===== config.mk =====
export PLATFORM = sky130hd
export DESIGN_NAME = mux21_rr_sched
export DESIGN_NICKNAME = d
export VERILOG_FILES = /design/src/rtl/mux21_rr_sched.sv
export SDC_FILE = /design/constraint.sdc
export NUM_CORES = 1
export LEC_CHECK = 0
export ABC_AREA = 0
export ABC_CLOCK_PERIOD_IN_PS = 1400
export CORE_AREA = 2 2 39 41
export CTS_CLUSTER_DIAMETER = 60
export DETAILED_ROUTE_END_ITERATION = 10
export DIE_AREA = 0 0 41 43
export PLACE_DENSITY = 0.47
export SLEW_MARGIN = 20
export SYNTH_ARGS = -nofsm -noshare
export SYNTH_HDL_FRONTEND = slang
export SYNTH_SLANG_ARGS = --single-unit

===== constraint.sdc =====
create_clock -name clk -period 1.4 [get_ports clk]
set_input_delay 0.21 -clock clk [delete_from_list [all_inputs] [get_ports clk]]
set_output_delay 0.21 -clock clk [all_outputs]
set_load 0.02 [all_outputs]

===== src/rtl/mux21_rr_sched.sv =====
// Round-robin scheduler for the 2:1 2-bit valid mux: arbitrates two sources with bounded bursts.
// Optional per-source saturating grant counters are built when MUX_SCHED_STATS_EN is defined.
module mux21_rr_sched #(
    parameter int MAX_BURST = 2,
    parameter int BURST_W   = 2
`ifdef MUX_SCHED_STATS_EN
    ,
    parameter int CNT_W     = 16
`endif
) (
    input  logic             clk,
    input  logic             reset,
    input  logic             in0_valid,
    input  logic             in1_valid,
    input  logic             stall,
    output logic             select,
    output logic             ack0,
    output logic             ack1,
    output logic             busy
`ifdef MUX_SCHED_STATS_EN
    ,
    output logic [CNT_W-1:0] cnt0,
    output logic [CNT_W-1:0] cnt1
`endif
);

    localparam logic [BURST_W-1:0] MAX_B = BURST_W'(MAX_BURST);

    logic               owner_q, owner_d;
    logic [BURST_W-1:0] burst_q, burst_d;
    logic [1:0]         valid;
    logic               own_v, oth_v;
    logic               grant_own, grant_oth;

    // Reset gates grants combinationally so a mid-burst reset stops acks without waiting for an edge.
    always_comb begin
        valid     = {in1_valid, in0_valid};
        own_v     = valid[owner_q];
        oth_v     = valid[~owner_q];
        grant_own = !reset && !stall && own_v && ((burst_q < MAX_B) || !oth_v);
        grant_oth = !reset && !stall && !grant_own && oth_v;
        select    = grant_oth ? ~owner_q : owner_q;
        ack0      = (grant_own && !owner_q) || (grant_oth && owner_q);
        ack1      = (grant_own && owner_q) || (grant_oth && !owner_q);
        busy      = ack0 | ack1;
    end

    always_comb begin
        owner_d = owner_q;
        burst_d = burst_q;
        if (grant_own) begin
            burst_d = (burst_q >= MAX_B) ? MAX_B : burst_q + BURST_W'(1);
        end else if (grant_oth) begin
            owner_d = ~owner_q;
            burst_d = BURST_W'(1);
        end else if (!stall) begin
            burst_d = '0;
        end
    end

    always_ff @(posedge clk or posedge reset) begin
        if (reset) begin
            owner_q <= 1'b0;
            burst_q <= '0;
        end else begin
            owner_q <= owner_d;
            burst_q <= burst_d;
        end
    end

`ifdef MUX_SCHED_STATS_EN
    logic [CNT_W-1:0] cnt0_q, cnt0_d, cnt1_q, cnt1_d;

    always_comb begin
        cnt0_d = cnt0_q;
        cnt1_d = cnt1_q;
        if (ack0 && (cnt0_q != '1)) cnt0_d = cnt0_q + CNT_W'(1);
        if (ack1 && (cnt1_q != '1)) cnt1_d = cnt1_q + CNT_W'(1);
    end

    always_ff @(posedge clk or posedge reset) begin
        if (reset) begin
            cnt0_q <= '0;
            cnt1_q <= '0;
        end else begin
            cnt0_q <= cnt0_d;
            cnt1_q <= cnt1_d;
        end
    end

    assign cnt0 = cnt0_q;
    assign cnt1 = cnt1_q;
`endif

endmodule

==> out/qor.txt, run 1 <==
Outcome -> finished, violations left
Violated checks -> setup timing
Area grow syn2layout -> 72.0%
Clock Sinks -> 3
Die Wd -> 41 um
Sw power -> 0.000126 W
Crit path DAT -> 1.32 ns
I/O pins -> 9
Worst-path fanout max -> 4
Final WL -> 704 um
Power Density -> 884 nW/um2
Pre-CTS worst setup slack -> -0.738 ns
Crit start category -> flip-flop
CP bufs+invs -> 1
Synth Net Count -> 34
Critical Path Source -> burst_q[1]
Layout cells sized above 1 -> 50.0%
Die ar. -> 1760 um2
Final worst slack -> -0.129 ns
WL/cell -> 10.4 um
Comb power frac -> 38.9%
CP cell instances -> o2111a_1 -> a221o_2 -> buf_6
TritonCTS clock tree -> yes
Cell leakage power -> 0.272 nW
Crit share post-route -> 109%
First DRT Iteration DRCs -> 6
Via count -> 305
Die height -> 43 um
Non-filler cells, final -> 68
# DRC -> 0
Fin. max-slew vios -> 0
Most frequent cells in the layout -> buf_4 (14), dlygate4sd2_1 (4), o211a_1 (3), dfrtp_1 (3), clkbuf_4 (3)
Post-CTS Setup Bufs -> 0
Top Family by Delay on Critical Path -> compound AO/OA/AOI/OAI gates
Syn Area/Cell -> 9.71 um2
Sw Share -> 29.4%
Clock Skews -> 0.0000656 ns
Hold Violations, Final -> 0
Clock transition at path regs -> 0.04 ns
Internal -> 0.000302 W
First-pass GRT wire length -> 1230 um
1st-pass router iterations -> 2
Clock root buffer -> clkbuf_4
RSZ-0062 raised after global routing -> yes
Max IR drop VDD -> 469 uV
Placed Area -> 457 um2
N_diodes -> 0
Seq pwr share -> 26.3%
Post-CTS Hold Buffers -> 0
Port-buffer cells -> 8
Slowest stage cell, crit path -> dfrtp_1
Min Tclk post-route -> 1.53 ns
Largest net degree at the start of global routing -> 7
Dpl cells -> 64
CTS Buffer Depth -> 2
Worst slew margin -> 86.7%
Clk_lat worst skew -> 0.23 ns
Post-route cell area -> 484 um2
Final #Nets -> 58
Post-Synthesis Cell Area -> 282 um2
Initial antenna violation count -> 0
Max Cap Viol -> 0
Synth Instances -> 29
Tot GR Track Use -> 10.1%
Vias per cell -> 4.49
Clock network power share -> 34.9%
Unique masters post-synth -> 19
Fmax -> 0.654 GHz
GRT overflow -> 0
CTS buffer count -> 3
Most common cell after layout, fill and taps aside -> buf_4
CP Capture Type -> primary output
Sequential-to-total area share from yosys stat -> 26.7%
YS warnings -> 0
Crit path required time -> 1.19 ns
Max incr delay on CP -> 0.40 ns
Final Setup Violations -> 3
Core Box Area -> 1380 um2
Post-synthesis register bit count -> 3
Clock H-tree levels -> 1
# rows -> 14
Post-route setup TNS -> -0.296 ns
Placer Congestion -> 0.730
Hold Path Class -> in2async
Vias in the first global route -> 321
Starting density of the core -> 20.3%
Dpl hpwl -> 570 um
Reg-to-Reg Start -> owner_q
Worst-margin pin slew -> 0.199 ns
CP Class -> reg2out
Routed Antenna Nets -> 0
## sequential cells by signal (all words and copies together), names as in the netlist
name and cells:
burst_q 2, owner_q 1
## stage by stage
step                power [W]  hold slack, ns  utilization [%]
finish               0.000428           0.262             35.0
global route         0.000466           0.289             35.0
CTS                  0.000435           0.255             34.7
detailed placement   0.000280           0.538             33.0
global placement     0.000279           0.548             33.0
floorplan            0.000200         -0.0281                -
## what timing repair did
action | CTS | global route
hold endpoints to repair | 0 | 0
endpoints found under the setup margin | 4 | 5
gates resized for setup | 25 | 1
pin swaps | 3 | 0
## kinds of logic (layout without fill, tap and decap cells)
kind of cell / Yosys count / in the layout / share of synthesized area (%)
DFF: 3 / 3 / 26.7
xor gates and xnor gates: 1 / 1 / 3.11
and+or+nand+nor: 8 / 8 / 15.1
buffers and inverters: 5 / 28 / 12.0
AOI/OAI and AO/OA: 10 / 10 / 34.2
muxes: 2 / 2 / 8.89
## cell type report
cell class                 count  area [um2]
tap                           16        20.0
clock buffer                   4        26.3
timing repair buffer          21         168
inverter                       3        11.3
sequential                     3        75.1
fill                         157         900
multi-input combinational     21         184
## cells in the mapped netlist
| cell type | number | area [um2] |
|---|---|---|
| o21a_1 | 1 | 7.51 |
| nand2_1 | 1 | 3.75 |
| and3b_1 | 1 | 8.76 |
| dfrtp_1 | 3 | 75.1 |
| inv_1 | 3 | 11.3 |
| mux2_4 | 1 | 15.0 |
| and2_1 | 1 | 6.26 |
| o211a_1 | 3 | 30.0 |
| nor3b_1 | 1 | 7.51 |
| a221o_2 | 2 | 22.5 |
| nor3_1 | 1 | 5.00 |
| xor2_1 | 1 | 8.76 |
| a311o_1 | 1 | 10.0 |
| a221o_1 | 1 | 10.0 |
| buf_6 | 2 | 22.5 |
| o2111a_1 | 1 | 11.3 |
| nor2_1 | 3 | 11.3 |
| a21oi_1 | 1 | 5.00 |
| mux2i_1 | 1 | 10.0 |
## routing by layer
metal	GRT usage [%]	wire length (um)	vias to the layer above	share of wire, %
met5	0	0	-	0
met4	4.00	0	0	0
met3	3.66	39	0	5.5
met2	15.0	340	8	48
met1	12.6	324	135	46
li1	-	-	162	-
## final timing paths
kind	endpoint	slack, ns	depth (start not counted)
setup reg to reg	burst_q[0]	0.02	4
max in group asynchronous	burst_q[0]	1.05	4
min in group clk	owner_q	0.54	3
hold / removal	burst_q[1]	0.26	4
setup / recovery	select	-0.13	3
hold reg to reg	burst_q[0]	0.55	1
## worst reg2reg max path, stage by stage, from the launching register on
cell and delay (ns):
dfrtp_1 0.41, buf_4 0.17, mux2_4 0.29, o211a_1 0.13, a221o_1 0.26
## power by group through the flow
stage / clock network [W] / registers (W) / logic [W]
5_1_grt: 0.000169 / 0.000115 / 0.000182
3_3_place_gp: 0 / 0.000114 / 0.000165
2_1_floorplan: 0 / 0.000110 / 0.0000896
3_5_place_dp: 0 / 0.000114 / 0.000166
4_1_cts: 0.000157 / 0.000113 / 0.000165
6_report: 0.000149 / 0.000113 / 0.000166
No activity file was read; power rests on OpenSTA's default activity.
==> run 2, diff against run 1 <==
--- a/config.mk
+++ b/config.mk
@@ -7,11 +7,12 @@
 export LEC_CHECK = 0
 export ABC_AREA = 0
 export ABC_CLOCK_PERIOD_IN_PS = 1400
-export CORE_AREA = 2 2 39 41
+export CORE_AREA = 10 10 47 49
 export CTS_CLUSTER_DIAMETER = 60
 export DETAILED_ROUTE_END_ITERATION = 10
-export DIE_AREA = 0 0 41 43
+export DIE_AREA = 0 0 57 59
 export PLACE_DENSITY = 0.47
+export RECOVER_POWER = 100
 export SLEW_MARGIN = 20
 export SYNTH_ARGS = -nofsm -noshare
 export SYNTH_HDL_FRONTEND = slang
==> out/qor.txt, run 2 (same netlist as run 1, synthesis figures left out) <==
CP Capture Type -> primary output (unchanged)
CP bufs+invs -> 1 (unchanged)
WL/cell -> 12.2 um (was 10.4 um)
Fin. max-slew vios -> 0 (unchanged)
Largest net degree at the start of global routing -> 9 (was 7)
Clock Sinks -> 3 (unchanged)
CTS Buffer Depth -> 2 (unchanged)
Layout cells sized above 1 -> 48.1% (was 50.0%)
Pre-CTS worst setup slack -> -0.702 ns (was -0.738 ns)
Worst-path fanout max -> 4 (unchanged)
Hold Violations, Final -> 0 (unchanged)
Via count -> 302 (was 305)
Power Density -> 880 nW/um2 (was 884 nW/um2)
Min Tclk post-route -> 1.58 ns (was 1.53 ns)
Crit path DAT -> 1.37 ns (was 1.32 ns)
Fmax -> 0.634 GHz (was 0.654 GHz)
Hold Path Class -> in2async (unchanged)
Die Wd -> 57 um (was 41 um)
Initial antenna violation count -> 0 (unchanged)
Slowest stage cell, crit path -> dfrtp_1 (unchanged)
Final #Nets -> 58 (unchanged)
Max incr delay on CP -> 0.41 ns (was 0.40 ns)
Number of flip-flops in the largest register -> 2 (unchanged)
Clock transition at path regs -> 0.04 ns (about the same)
CP cell instances -> o2111a_1 -> a221o_2 -> buf_6 (unchanged)
Largest registers -> burst_q: 2 flops, owner_q: 1 flops (unchanged)
CP Class -> reg2out (unchanged)
# rows -> 14 (unchanged)
Max Cap Viol -> 0 (unchanged)
Post-route cell area -> 492 um2 (was 484 um2)
Vias per cell -> 4.44 (was 4.49)
Die ar. -> 3360 um2 (was 1760 um2)
Dpl cells -> 60 (was 64)
Crit path required time -> 1.19 ns (about the same)
Clock Skews -> 0.00426 ns (was 0.0000656 ns)
Crit share post-route -> 113% (was 109%)
Top Family by Delay on Critical Path -> compound AO/OA/AOI/OAI gates (unchanged)
Tot GR Track Use -> 4.67% (was 10.1%)
Largest reg by FF count -> burst_q (unchanged)
GRT overflow -> 0 (unchanged)
TritonCTS clock tree -> yes (unchanged)
Hold slack -> 0.286 ns (was 0.262 ns)
Most frequent cells in the layout -> buf_4 (10), clkbuf_4 (4), buf_6 (4) (was buf_4 (14), dlygate4sd2_1 (4), o211a_1 (3), dfrtp_1 (3), clkbuf_4 (3))
Placed Area -> 427 um2 (was 457 um2)
Final WL -> 830 um (was 704 um)
Final Setup Violations -> 3 (unchanged)
Final worst slack -> -0.178 ns (was -0.129 ns)
Clk_lat worst skew -> 0.23 ns (about the same)
Area grow syn2layout -> 74.7% (was 72.0%)
Cell leakage power -> 0.273 nW (was 0.272 nW)
Starting density of the core -> 20.1% (was 20.3%)
Non-filler cells, final -> 68 (unchanged)
Port-buffer cells -> 8 (unchanged)
Worst slew margin -> 89.0% (was 86.7%)
RSZ-0062 raised after global routing -> yes (unchanged)
1st-pass router iterations -> 1 (was 2)
Clock root buffer -> clkbuf_4 (unchanged)
Fill cells -> 143 (was 157)
Crit start category -> flip-flop (unchanged)
Clock H-tree levels -> 1 (unchanged)
Violated checks -> setup timing (unchanged)
Vias in the first global route -> 317 (was 321)
Post-route setup TNS -> -0.312 ns (was -0.296 ns)
# DRC -> 0 (unchanged)
Outcome -> finished, violations left (unchanged)
Placer Congestion -> 0.672 (was 0.730)
Worst-margin pin slew -> 0.162 ns (was 0.199 ns)
First-pass GRT wire length -> 1280 um (was 1230 um)
CTS buffer count -> 3 (unchanged)
Routed Antenna Nets -> 0 (unchanged)
First DRT Iteration DRCs -> 0 (was 6)
Max IR drop VDD -> 488 uV (was 469 uV)
Most common cell after layout, fill and taps aside -> buf_4 (unchanged)
Core Box Area -> 1400 um2 (was 1380 um2)
I/O pins -> 9 (unchanged)
Die height -> 59 um (was 43 um)
N_diodes -> 0 (unchanged)
run 2: final timing paths:
path	cells past startpoint	end	start	slack [ns]
max reg2reg	4	burst_q[0]	owner_q	0.05
min in group clk	1	burst_q[0]	burst_q[0]	0.55
max in group asynchronous	4	burst_q[0]	reset	0.95
max	3	select	burst_q[1]	-0.18
min reg2reg	1	burst_q[0]	burst_q[0]	0.55
min	4	burst_q[1]	reset	0.29
run 2: what timing repair did:
item,4_1_cts,5_1_grt
setup buffers,1,3
hold buffers,0,0
pin swaps,3,2
cloned,0,0
resized for setup,26,5
endpoints found under the setup margin,4,6
run 2: area by class of cell:
cell class	instances	area (um2)	share of cell area [%]
well taps	16	20.0	4.07
repair buffers	21	173	35.1
clock buffers	4	26.3	5.34
multi-input cells	21	186	37.9
flip-flops and latches	3	75.1	15.3
inverters	3	11.3	2.29
run 2: worst reg2reg max path: stages, from the launching register on:
cell and delay, ns:
dfrtp_1 0.42, buf_6 0.15, mux2_4 0.29, o211a_1 0.12
a221o_1 0.26
run 2: layer usage:
layer,routed length (um),vias to the layer above,share of wire [%],global-route usage (%)
met2,372,7,45,7.60
met1,425,137,51,5.59
met5,0,-,0,0
met4,0,0,0,1.01
li1,-,158,-,-
met3,31,0,3.7,1.93
run 2: metrics by stage:
step / util [%] / total power, W
floorplan: - / 0.000200
global placement: 30.4 / 0.000259
detailed placement: 30.4 / 0.000262
CTS: 32.8 / 0.000422
global route: 35.1 / 0.000471
finish: 35.1 / 0.000433
run 2: report_power, final:
group	switching (W)	total [W]	internal [W]	leakage [nW]
Clock	0.0000438	0.000151	0.000107	0.0150
Combinational	0.0000720	0.000168	0.0000957	0.221
Sequential	0.0000144	0.000114	0.000100	0.0363
==> run 3, diff against run 2 <==
--- a/config.mk
+++ b/config.mk
@@ -6,12 +6,12 @@
 export NUM_CORES = 1
 export LEC_CHECK = 0
 export ABC_AREA = 0
-export ABC_CLOCK_PERIOD_IN_PS = 1400
+export ABC_CLOCK_PERIOD_IN_PS = 1600
 export CORE_AREA = 10 10 47 49
 export CTS_CLUSTER_DIAMETER = 60
 export DETAILED_ROUTE_END_ITERATION = 10
 export DIE_AREA = 0 0 57 59
-export PLACE_DENSITY = 0.47
+export PLACE_DENSITY = 0.53
 export RECOVER_POWER = 100
 export SLEW_MARGIN = 20
 export SYNTH_ARGS = -nofsm -noshare
==> constraint.sdc (replaced) <==
create_clock -name clk -period 1.6 [get_ports clk]
set_input_delay 0.24 -clock clk [delete_from_list [all_inputs] [get_ports clk]]
set_output_delay 0.24 -clock clk [all_outputs]
set_load 0.02 [all_outputs]
==> out/qor.txt, run 3 (same netlist as run 1, synthesis figures left out) <==
Outcome -> complete, no violations (was finished, violations left)
Clock H-tree levels -> 1 (unchanged)
Max IR drop VDD -> 207 uV (was 488 uV)
Post-route setup TNS -> 0 ns (was -0.312 ns)
Cell depth of the worst flop-to-flop path -> 4 (unchanged)
Cell leakage power -> 0.248 nW (was 0.273 nW)
Crit path required time -> 1.36 ns (was 1.19 ns)
Routed Antenna Nets -> 0 (unchanged)
1st-pass router iterations -> 4 (was 1)
Final #Nets -> 54 (was 58)
Non-filler cells, final -> 64 (was 68)
Clk_lat worst skew -> 0.23 ns (about the same)
CTS Buffer Depth -> 2 (unchanged)
Hold Path Class -> in2async (unchanged)
Fmax -> 0.627 GHz
CTS buffer count -> 3 (unchanged)
Max Cap Viol -> 0 (unchanged)
Final worst slack -> 0.00494 ns (was -0.178 ns)
Pre-CTS worst setup slack -> -0.501 ns (was -0.702 ns)
Largest reg by FF count -> burst_q (unchanged)
Max incr delay on CP -> 0.42 ns (was 0.41 ns)
Via count -> 285 (was 302)
Post-CTS Setup Bufs -> 0 (was 1)
CP Capture Type -> primary output (unchanged)
Worst-margin pin slew -> 0.256 ns (was 0.162 ns)
Clock Sinks -> 3 (unchanged)
R2R Setup Slk -> 0.15 ns (was 0.05 ns)
Crit path DAT -> 1.36 ns (was 1.37 ns)
Min Tclk post-route -> 1.60 ns
Crit start category -> flip-flop (unchanged)
I/O pins -> 9 (unchanged)
GRT overflow -> 0 (unchanged)
Initial antenna violation count -> 0 (unchanged)
Die ar. -> 3360 um2 (unchanged)
Pwr Total -> 0.000358 W (was 0.000433 W)
TritonCTS clock tree -> yes (unchanged)
Placer Congestion -> 0.734 (was 0.672)
Worst slew margin -> 83.0% (was 89.0%)
Final WL -> 813 um (was 830 um)
Most common cell after layout, fill and taps aside -> buf_4 (unchanged)
First-pass GRT wire length -> 1370 um (was 1280 um)
Die height -> 59 um (unchanged)
# rows -> 14 (unchanged)
Largest registers -> burst_q: 2 flops, owner_q: 1 flops (unchanged)
Area grow syn2layout -> 57.8% (was 74.7%)
Layout cells sized above 1 -> 37.5% (was 48.1%)
Clock Skews -> 0.00302 ns (was 0.00426 ns)
Fin. max-slew vios -> 0 (unchanged)
Post-CTS Hold Buffers -> 0 (unchanged)
Tot GR Track Use -> 5.32% (was 4.67%)
Most frequent cells in the layout -> buf_4 (7), clkbuf_4 (4), dlygate4sd2_1 (4) (was buf_4 (10), clkbuf_4 (4), buf_6 (4))
Crit share post-route -> 99.7%
Clock root buffer -> clkbuf_4 (unchanged)
Dpl hpwl -> 633 um
WL/cell -> 12.7 um (was 12.2 um)
Starting density of the core -> 20.1% (unchanged)
Largest net degree at the start of global routing -> 7 (was 9)
Worst flop-to-flop path endpoint -> burst_q[0] (unchanged)
Core Box Area -> 1400 um2 (unchanged)
Clock transition at path regs -> 0.04 ns (about the same)
# DRC -> 0 (unchanged)
Vias per cell -> 4.45 (was 4.44)
First DRT Iteration DRCs -> 5 (was 0)
Dpl cells -> 60 (unchanged)
Power Density -> 805 nW/um2 (was 880 nW/um2)
Hold Violations, Final -> 0 (unchanged)
RSZ-0062 raised after global routing -> yes (unchanged)
Port-buffer cells -> 8 (unchanged)
Die Wd -> 57 um (unchanged)
N_diodes -> 0 (unchanged)
Number of flip-flops in the largest register -> 2 (unchanged)
Vias in the first global route -> 315 (was 317)
CP Class -> reg2out (unchanged)
Slowest stage cell, crit path -> dfrtp_1 (unchanged)
CP cell instances -> o2111a_1 -> a221o_2 -> buf_6 (unchanged)
Final Setup Violations -> 0 (was 3)
Worst-path fanout max -> 4 (unchanged)
Reg-to-Reg Start -> owner_q (unchanged)
-- run 3: timing repair --
| item | CTS | global route |
|---|---|---|
| gates cloned | 0 | 0 |
| gates resized for setup | 19 | 2 |
| pin swaps | 2 | 0 |
| endpoints found under the setup margin | 4 | 2 |
-- run 3: worst max-delay path by stage --
stage,startpoint,to,cells after the start
2_1_floorplan,burst_q[1],select,2
4_1_cts,burst_q[1],select,3
5_1_grt,burst_q[1],select,3
6_report,burst_q[1],select,3
3_5_place_dp,in0_valid,select,5
3_3_place_gp,in0_valid,select,5
-- run 3: final cells by class --
| type | count | area [um2] |
|---|---|---|
| Clock buffer | 4 | 26.3 |
| Fill cell | 162 | 957 |
| Inverter | 3 | 11.3 |
| Multi-Input combinational cell | 21 | 175 |
| Sequential cell | 3 | 75.1 |
| Tap cell | 16 | 20.0 |
| Timing Repair Buffer | 17 | 136 |
-- run 3: critical path, delay by kind of cell (launching register included) --
family / cells / cell delay, ns
flip-flops: 1 / 0.42
AO/OA/AOI/OAI: 2 / 0.58
buffers and inverters: 1 / 0.13
-- run 3: per-layer routing --
| layer | vias to the layer above | GRT usage (%) | routed length (um) |
|---|---|---|---|
| met1 | 132 | 5.70 | 366 |
| met3 | 0 | 2.15 | 28 |
| li1 | 149 | - | - |
| met2 | 4 | 7.75 | 418 |
| met5 | - | 0 | 0 |
| met4 | 0 | 5.03 | 0 |
-- run 3: power by group --
group,switching [W],leakage [nW],internal [W]
Clock,0.0000418,0.0150,0.0000936
Sequential,0.0000129,0.0363,0.0000875
Combinational,0.0000561,0.197,0.0000656
Total,0.000111,0.248,0.000247
-- run 3: through the flow --
stage          hold WS (ns)  instance area, um2  utilization [%]
4_1_cts               0.170                 455             32.5
3_3_place_gp          0.539                 427             30.4
3_5_place_dp          0.547                 427             30.4
6_report              0.173                 444             31.7
2_1_floorplan       0.00188                 282                -
5_1_grt               0.197                 444             31.7
